## src/rtl/ixc_osf_evq.sv

```systemverilog
// Event queue: edge-detects NEV inputs and round-robins them into a DEPTH-entry {id, ts} queue.
// Edge to ev_vld takes 2 cycles; while the queue is full events wait in pend and repeats coalesce.
module ixc_osf_evq #(
    parameter int NEV   = 8,
    parameter int DEPTH = 8,
    parameter int TSW   = 16,
    localparam int IDW  = $clog2(NEV)
) (
    input  logic             uclk,
    input  logic             rst_n,
    input  logic [NEV-1:0]   ev_in,
    input  logic             flush,
    output logic             ev_vld,
    input  logic             ev_rdy,
    output logic [IDW-1:0]   ev_id,
    output logic [TSW-1:0]   ev_ts,
    output logic             osf_busy,
    output logic             ev_drop,
    output logic [15:0]      coal_cnt
);
    localparam int PW = $clog2(DEPTH);

    typedef struct packed {
        logic [IDW-1:0] id;
        logic [TSW-1:0] ts;
    } evEnt_t;

    evEnt_t         mem [DEPTH];
    logic [NEV-1:0] evInQ, pend, edges, grantMask, coalMask, pendNext;
    logic [IDW-1:0] lastGrant, grantIdx, cand;
    logic           grantAny, grant, pop, full, busy, evDrop;
    logic [PW-1:0]  rdPtr, wrPtr;
    logic [PW:0]    count;
    logic [TSW-1:0] ts;
    logic [15:0]    coalCnt, coalNext;
    logic [6:0]     coalAdd;
    logic [16:0]    coalSum;
    int             idx;

    assign edges  = ev_in & ~evInQ;
    assign full   = (count == (PW+1)'(DEPTH));
    assign ev_vld = (count != '0);
    assign pop    = ev_vld & ev_rdy & ~flush;
    assign grant  = grantAny & ~full & ~flush;

    // Round-robin: first pending index strictly after lastGrant, wrapping.
    always_comb begin
        grantAny = 1'b0;
        grantIdx = '0;
        idx      = 0;
        cand     = '0;
        for (int k = 1; k <= NEV; k++) begin
            idx  = (int'(lastGrant) + k) % NEV;
            cand = IDW'(idx);
            if (!grantAny && pend[cand]) begin
                grantAny = 1'b1;
                grantIdx = cand;
            end
        end
    end

    always_comb begin
        grantMask = '0;
        if (grant) grantMask[grantIdx] = 1'b1;
    end

    // An edge coinciding with its own grant is a fresh event, not a coalesce.
    assign coalMask = edges & pend & ~grantMask & {NEV{~flush}};
    assign pendNext = flush ? edges : ((pend & ~grantMask) | edges);

    always_comb begin
        coalAdd = '0;
        for (int i = 0; i < NEV; i++) coalAdd = coalAdd + 7'(coalMask[i]);
        coalSum  = {1'b0, coalCnt} + 17'(coalAdd);
        coalNext = coalSum[16] ? 16'hFFFF : coalSum[15:0];
    end

    always_ff @(posedge uclk or negedge rst_n) begin
        if (!rst_n) begin
            evInQ     <= '0;
            pend      <= '0;
            lastGrant <= IDW'(NEV - 1);
            rdPtr     <= '0;
            wrPtr     <= '0;
            count     <= '0;
            ts        <= '0;
            coalCnt   <= '0;
            evDrop    <= 1'b0;
            busy      <= 1'b0;
        end else begin
            evInQ   <= ev_in;
            ts      <= ts + 1'b1;
            pend    <= pendNext;
            busy    <= (pend != '0) || (count != '0);
            coalCnt <= coalNext;
            if (|coalMask) evDrop <= 1'b1;
            if (grant) lastGrant <= grantIdx;
            if (flush) begin
                rdPtr <= '0;
                wrPtr <= '0;
                count <= '0;
            end else begin
                if (grant) wrPtr <= wrPtr + 1'b1;
                if (pop) rdPtr <= rdPtr + 1'b1;
                if (grant && !pop) count <= count + 1'b1;
                else if (!grant && pop) count <= count - 1'b1;
            end
        end
    end

    always_ff @(posedge uclk) begin
        if (grant) mem[wrPtr] <= '{id: grantIdx, ts: ts};
    end

    assign ev_id    = ev_vld ? mem[rdPtr].id : '0;
    assign ev_ts    = ev_vld ? mem[rdPtr].ts : '0;
    assign osf_busy = busy;
    assign ev_drop  = evDrop;
    assign coal_cnt = coalCnt;

endmodule

```

## config.mk

```make
export PLATFORM = sky130hd
export DESIGN_NAME = ixc_osf_evq
export DESIGN_NICKNAME = d
export VERILOG_FILES = /design/src/rtl/ixc_osf_evq.sv
export SDC_FILE = /design/constraint.sdc
export NUM_CORES = 1
export LEC_CHECK = 0
export CORE_ASPECT_RATIO = 1.1
export CORE_UTILIZATION = 60
export DETAILED_ROUTE_END_ITERATION = 6
export HOLD_SLACK_MARGIN = 0.08
export PLACE_DENSITY = 0.79
export SYNTH_ARGS = -nofsm -noshare
export SYNTH_HDL_FRONTEND = slang
export SYNTH_SLANG_ARGS = --single-unit
```

## constraint.sdc

```tcl
create_clock -name uclk -period 11.7 [get_ports uclk]
set_input_delay 1.755 -clock uclk [delete_from_list [all_inputs] [get_ports uclk]]
set_output_delay 1.755 -clock uclk [all_outputs]
set_load 0.02 [all_outputs]
```

==> impl_metrics.toml, run 1 <==
[status]
status = "finished clean"

[yosys]
synth-seq-cells = 215
yosysTopAreaCell = "edfxtp_1"
netlist_area_um2 = 10200
yosysWarnings = 0
async_flop_share_pct = 29.3
synth.top_cell.area_share_pct = 44.8
synth.area.top_cells = "edfxtp_1, dfrtp_1, mux4_2, mux2i_1, nor2_1"
synth_cell_type_count = 67
synth_flop_cell = "edfxtp_1"
yosysSeqAreaShare_pct = 60.4
syn-num-nets = 721
synth_edf_count = 152
syn_avg_cell_area_um2 = 14.7
synthCells = 690

[floorplanning]
num_rows = 49
fp.coreArea_um2 = 16500
die_width_um = 126
die_h_um = 139
io_pins = 50
initial_core_util_pct = 61.7
die-area_um2 = 17500

[layout]
diodes = 0
fin_nets = 770
layout_common_cells = "edfxtp_1, dfrtp_1, nor2_1, mux4_2, clkdlybuf4s50_1"
n_fill_cell = 1073
drive_above_1_share_pct = 18.3
layout_commonest_cell = "edfxtp_1"
area_growth_pct = 14.1

[setup_path]
path_cells = "inv_1 -> ha_1 -> mux2i_1 -> mux4_2 -> o32a_1 -> nor3_1 -> a21o_1 -> and2_1 -> inv_2 -> o31a_1 -> fa_1 -> inv_1 -> fa_1 -> inv_1 -> fa_1 -> fa_1 -> fa_1 -> a21o_1 -> a21oi_1 -> or3_1 -> o21ai_0"
critical-path-slowest-cell = "ha_1"
crit_buf_inv = 4
worstPathArrival_ns = 8.58
crit_required_ns = 12.06
cpPeakStageDelay_ns = 0.90
crit_path_frequent_cell = "fa_1"
critical_path_class = "reg -> reg"
cp_top_family = "adder cells"
startpoint_type = "flip-flop"
path_max_fanout = 24
cp-end-kind = "flip-flop"

[placed_design]
dp_slack_ns = 3.47
place_congestion = 0.870
post-dp-hpwl_um = 12900
io_buffers = 49

[flow_run]
cap_violations = 0

[power_and_ir_drop]
power_mw = 3.29
p_leak_nw = 4.29
p_per_area_nw_per_um2 = 283
ir_drop_mv = 0.181

[sta]
tns_ns = 0
rsz0062_at_grt = "no"
setup_viol = 0
worst_slew_pin_slew_ns = 1.04
clock.fmax_mhz = 122
final.min_clock_period_ns = 8.22
hold_viol_final = 0
fin_ws_ns = 3.48
period_share_pct = 70.2
relSlewSlack_pct = 30.7
skew_ns = 0.0242
slew_viol_final = 0

[cts]
cts_tree = "done"
post-cts-setup-buffer-count = 0
clkTransAtPathRegs_ns = 0.06
cts-resized-gates = 0
numCtsBuffers = 22
clock_latency_ns = 0.51
cts_sinks = 215
htreeDepth = 1
cts-hold-fix-buffers = 0
clockBufferDepth = 3
cts_root_buf = "clkbuf_16"

[detailed_routing]
first_pass_iters = 5
vias = 6071
drc = 0
via_per_inst = 6.33
routedWlPerCell_um = 22.4
drt_iter0_drc = 414
ant_nets = 0
routed_wl_um = 21500

[min_path]
hold_path.class = "reg -> reg"

[global_route]
grt_pass1_vias = 6390
grt_overflow = 0
grtUsageTotal_pct = 25.9
grt_pass1_wl_um = 34600
grt_max_degree = 64
antenna_found_initial = 0
per-stage QoR:
| step | hold WS [ns] | cell area [um^2] | std cells | util [%] |
|---|---|---|---|---|
| CTS | 0.444 | 11600 | 959 | 70.4 |
| floorplan | 0.415 | 10200 | 690 | - |
| finish | 0.441 | 11600 | 959 | 70.4 |
| global route | 0.492 | 11600 | 959 | 70.4 |
| detailed placement | 0.436 | 10900 | 919 | 66.0 |
| global placement | 0.425 | 10900 | 919 | 66.0 |
logic make-up after synthesis:
logic type / after synthesis / share of synthesized area [%]
compound gates: 73 / 5.18
xor+xnor: 35 / 3.09
fa+ha+maj: 19 / 2.78
buf+inv: 61 / 2.53
flops: 215 / 60.4
mux: 101 / 16.9
simple gates: 186 / 9.13
flip-flops by register name (all words and copies together) (netlist names):
name / flops
ev_drop: 1
ts: 16
coal_cnt: 16
lastGrant: 3
rdPtr: 3
wrPtr: 3
count: 4
pend: 8
osf_busy: 1
mem: 152
evInQ: 8
report_power, final:
part	switching (mW)	internal (mW)	leakage, nW
registers	0.150	0.998	2.24
clock network	0.287	0.407	0.350
logic	0.814	0.636	1.70
total	1.25	2.04	4.29
cell type report:
| class | instances | area [um^2] | area share (%) |
|---|---|---|---|
| inverters | 24 | 95.1 | 0.819 |
| repair buffers | 62 | 583 | 5.02 |
| multi-input cells | 414 | 3810 | 32.8 |
| well taps | 204 | 255 | 2.20 |
| clock buffers | 29 | 597 | 5.14 |
| clock inverters | 11 | 125 | 1.08 |
| flip-flops and latches | 215 | 6150 | 52.9 |
final timing paths:
check,startpoint,endpoint,slack (ns),depth (start not counted)
min,evInQ[6],pend[6],0.44,1
min reg2reg,evInQ[6],pend[6],0.44,1
max,lastGrant[1],coal_cnt[3],3.48,21
min in group asynchronous,rst_n,coal_cnt[5],1.43,2
max in group asynchronous,rst_n,rdPtr[0],9.68,2
max reg2reg,lastGrant[1],coal_cnt[3],3.48,21
synthesized netlist by cell type, types with 3 or more instances:
cell        n
edfxtp_1  152
nor2b_1     9
nor2_1     55
a31oi_1     5
dfstp_2     3
a311oi_1    3
a21oi_1    14
and3_1      8
a22oi_1     3
fa_1        6
a21o_1      5
nor3_1     11
nand3_1    18
ha_1       13
inv_1      22
nand2_1    38
mux2i_1    36
nor4_1      4
xnor2_1    23
nand4_1     3
or3_1       3
o32ai_1     4
dfrtp_1    60
and2_1      6
mux2_2      9
o21ai_0    12
nor3b_1     4
buf_1       6
mux4_2     53
o21a_1      3
nand2b_1    7
buf_2       4
clkbuf_1   24
or2_2       6
nand3b_1    4
xor2_1     11
routing by layer:
layer	share of wire, %	wire length (um)	track usage (%)	vias to the layer above
met3	5.9	1260	3.94	56
met4	3.2	685	10.0	0
met2	52	11200	44.6	220
met5	0	0	0	-
met1	39	8360	33.4	3065
li1	-	-	-	2730
No activity file was read; power rests on OpenSTA's default activity.
==> run 2: changes to the inputs <==
- clock period: 11.7 -> 8.3 ns (I/O delays scaled with it)
==> run 2 against run 1 <==
Compared with the run above:
- critical path depth unchanged
- worst setup slack got worse by 2.9 ns
- non-clock buffer count increased by 5
- clock power increased by 42%
- die area unchanged
- critical path type unchanged
- maximum frequency increased by 6.5%
- sequential share of layout area decreased by 0.24 points
- final cell count increased by 0.52%
- design area increased by 0.46%
- register-to-register slack got worse by 2.9 ns
- routed wire length decreased by 3.0%
- combinational power increased by 45%
==> impl_metrics.toml, run 2 (synthesis gave the netlist of run 1 again) <==
[setup_path]
cpPeakStageDelay_ns = 0.85
critical-path-slowest-cell = "dfstp_2"
path_cells = "inv_6 -> ha_2 -> mux2i_1 -> mux4_2 -> o32a_1 -> nor3_1 -> a21o_1 -> and2_1 -> inv_2 -> o31a_1 -> fa_1 -> inv_1 -> fa_1 -> inv_1 -> fa_1 -> fa_1 -> fa_1 -> a21o_1 -> a21oi_1 -> or3_1 -> o21ai_0"
crit_path_frequent_cell = "fa_1"
path_max_fanout = 21
critical_path_class = "reg -> reg"
cp_top_family = "adder cells"
worstPathArrival_ns = 8.07
startpoint_type = "flip-flop"
crit_required_ns = 8.66
cp-end-kind = "flip-flop"
crit_buf_inv = 4

[global_route]
grtUsageTotal_pct = 25.1
antenna_found_initial = 0
grt_pass1_vias = 6163
grt_max_degree = 64
grt_pass1_wl_um = 33800
grt_overflow = 0

[floorplanning]
io_pins = 50
die_width_um = 126
die-area_um2 = 17500
fp.coreArea_um2 = 16500
initial_core_util_pct = 61.7
die_h_um = 139
num_rows = 49

[cts]
clockBufferDepth = 3
post-cts-setup-buffer-count = 0
htreeDepth = 1
clkTransAtPathRegs_ns = 0.06
cts_root_buf = "clkbuf_16"
clock_latency_ns = 0.50
numCtsBuffers = 22
cts_sinks = 215
cts_tree = "done"

[detailed_routing]
via_per_inst = 6.28
ant_nets = 0
routed-wl-met2_um = 11100
routed_wl_um = 20800
wl_met3_um = 1140
drt_iter0_drc = 444
top_layer = "met4"
vias = 6054
routedWlPerCell_um = 21.6
drc = 0
wl_met1_um = 8270
first_pass_iters = 5

[layout]
regMostFlops = "mem"
fin_nets = 775
fin_cells = 964
diodes = 0
largest_reg_flops = 152
drive_above_1_share_pct = 19.3
layout_commonest_cell = "edfxtp_1"
layout_common_cells = "edfxtp_1, dfrtp_1, nor2_1, mux4_2, clkdlybuf4s50_1"
area_growth_pct = 14.7

[sta]
final.min_clock_period_ns = 7.71
setup_viol = 0
period_share_pct = 92.9
worst_slew_pin_slew_ns = 0.825
tns_ns = 0
hold_viol_final = 0
skew_ns = 0.0201
fin_ws_ns = 0.585
rsz0062_at_grt = "no"
relSlewSlack_pct = 44.8
slew_viol_final = 0
clock.fmax_mhz = 130

[placed_design]
dp_slack_ns = 0.405
placedCellCount = 924
place_congestion = 0.916
io_buffers = 49
post-dp-hpwl_um = 13200

[power_and_ir_drop]
power_mw = 4.68
p_leak_nw = 4.33
ir_drop_mv = 0.344
p_per_area_nw_per_um2 = 401

[status]
status = "finished clean"

[min_path]
hold_path.class = "reg -> reg"

[flow_run]
cap_violations = 0
run 2: final timing paths:
| kind | from | endpoint | slack (ns) | cells after the start |
|---|---|---|---|---|
| hold / removal | evInQ[6] | pend[6] | 0.42 | 1 |
| hold reg to reg | evInQ[6] | pend[6] | 0.42 | 1 |
| setup reg to reg | lastGrant[0] | coal_cnt[3] | 0.59 | 21 |
| setup / recovery | lastGrant[0] | coal_cnt[3] | 0.59 | 21 |
| max in group asynchronous | rst_n | rdPtr[0] | 6.79 | 2 |
| min in group asynchronous | rst_n | coal_cnt[6] | 0.93 | 2 |
run 2: layout make-up:
type / count / area, um^2
sequential: 215 / 6150
fill: 1077 / 4820
timing repair buffer: 67 / 621
multi-input combinational: 414 / 3820
tap: 204 / 255
clock inverter: 10 / 114
inverter: 24 / 95.1
clock buffer: 30 / 622
run 2: repair_timing:
action | CTS | global route
setup endpoints to repair | 0 | 2
gates resized for setup | 0 | 1
hold buffers | 0 | 0
run 2: worst register-to-register path: cells and delay by family (launching register included):
kind / cells / cell delay, ns
AO/OA/AOI/OAI: 6 / 1.58
adder cells (fa/ha/maj): 6 / 3.12
buffers and inverters: 4 / 0.42
flip-flops: 1 / 0.85
multiplexers: 2 / 0.69
AND/OR/NAND/NOR: 3 / 0.94
run 2: per-layer routing:
| layer | up-vias | GRT usage, % |
|---|---|---|
| met3 | 26 | 3.20 |
| met5 | - | 0 |
| met4 | 0 | 6.66 |
| met2 | 191 | 43.8 |
| li1 | 2741 | - |
| met1 | 3096 | 33.6 |
run 2: metrics by stage:
step	utilization, %	hold slack [ns]	area [um^2]
2_1_floorplan	-	0.415	10200
3_3_place_gp	66.3	0.426	10900
3_5_place_dp	66.3	0.434	10900
4_1_cts	70.7	0.428	11700
5_1_grt	70.8	0.465	11700
6_report	70.8	0.424	11700
run 2: where the power goes:
group	switching, mW	internal [mW]	total (mW)
clock network	0.397	0.591	0.988
logic	1.18	0.920	2.10
registers	0.189	1.41	1.59
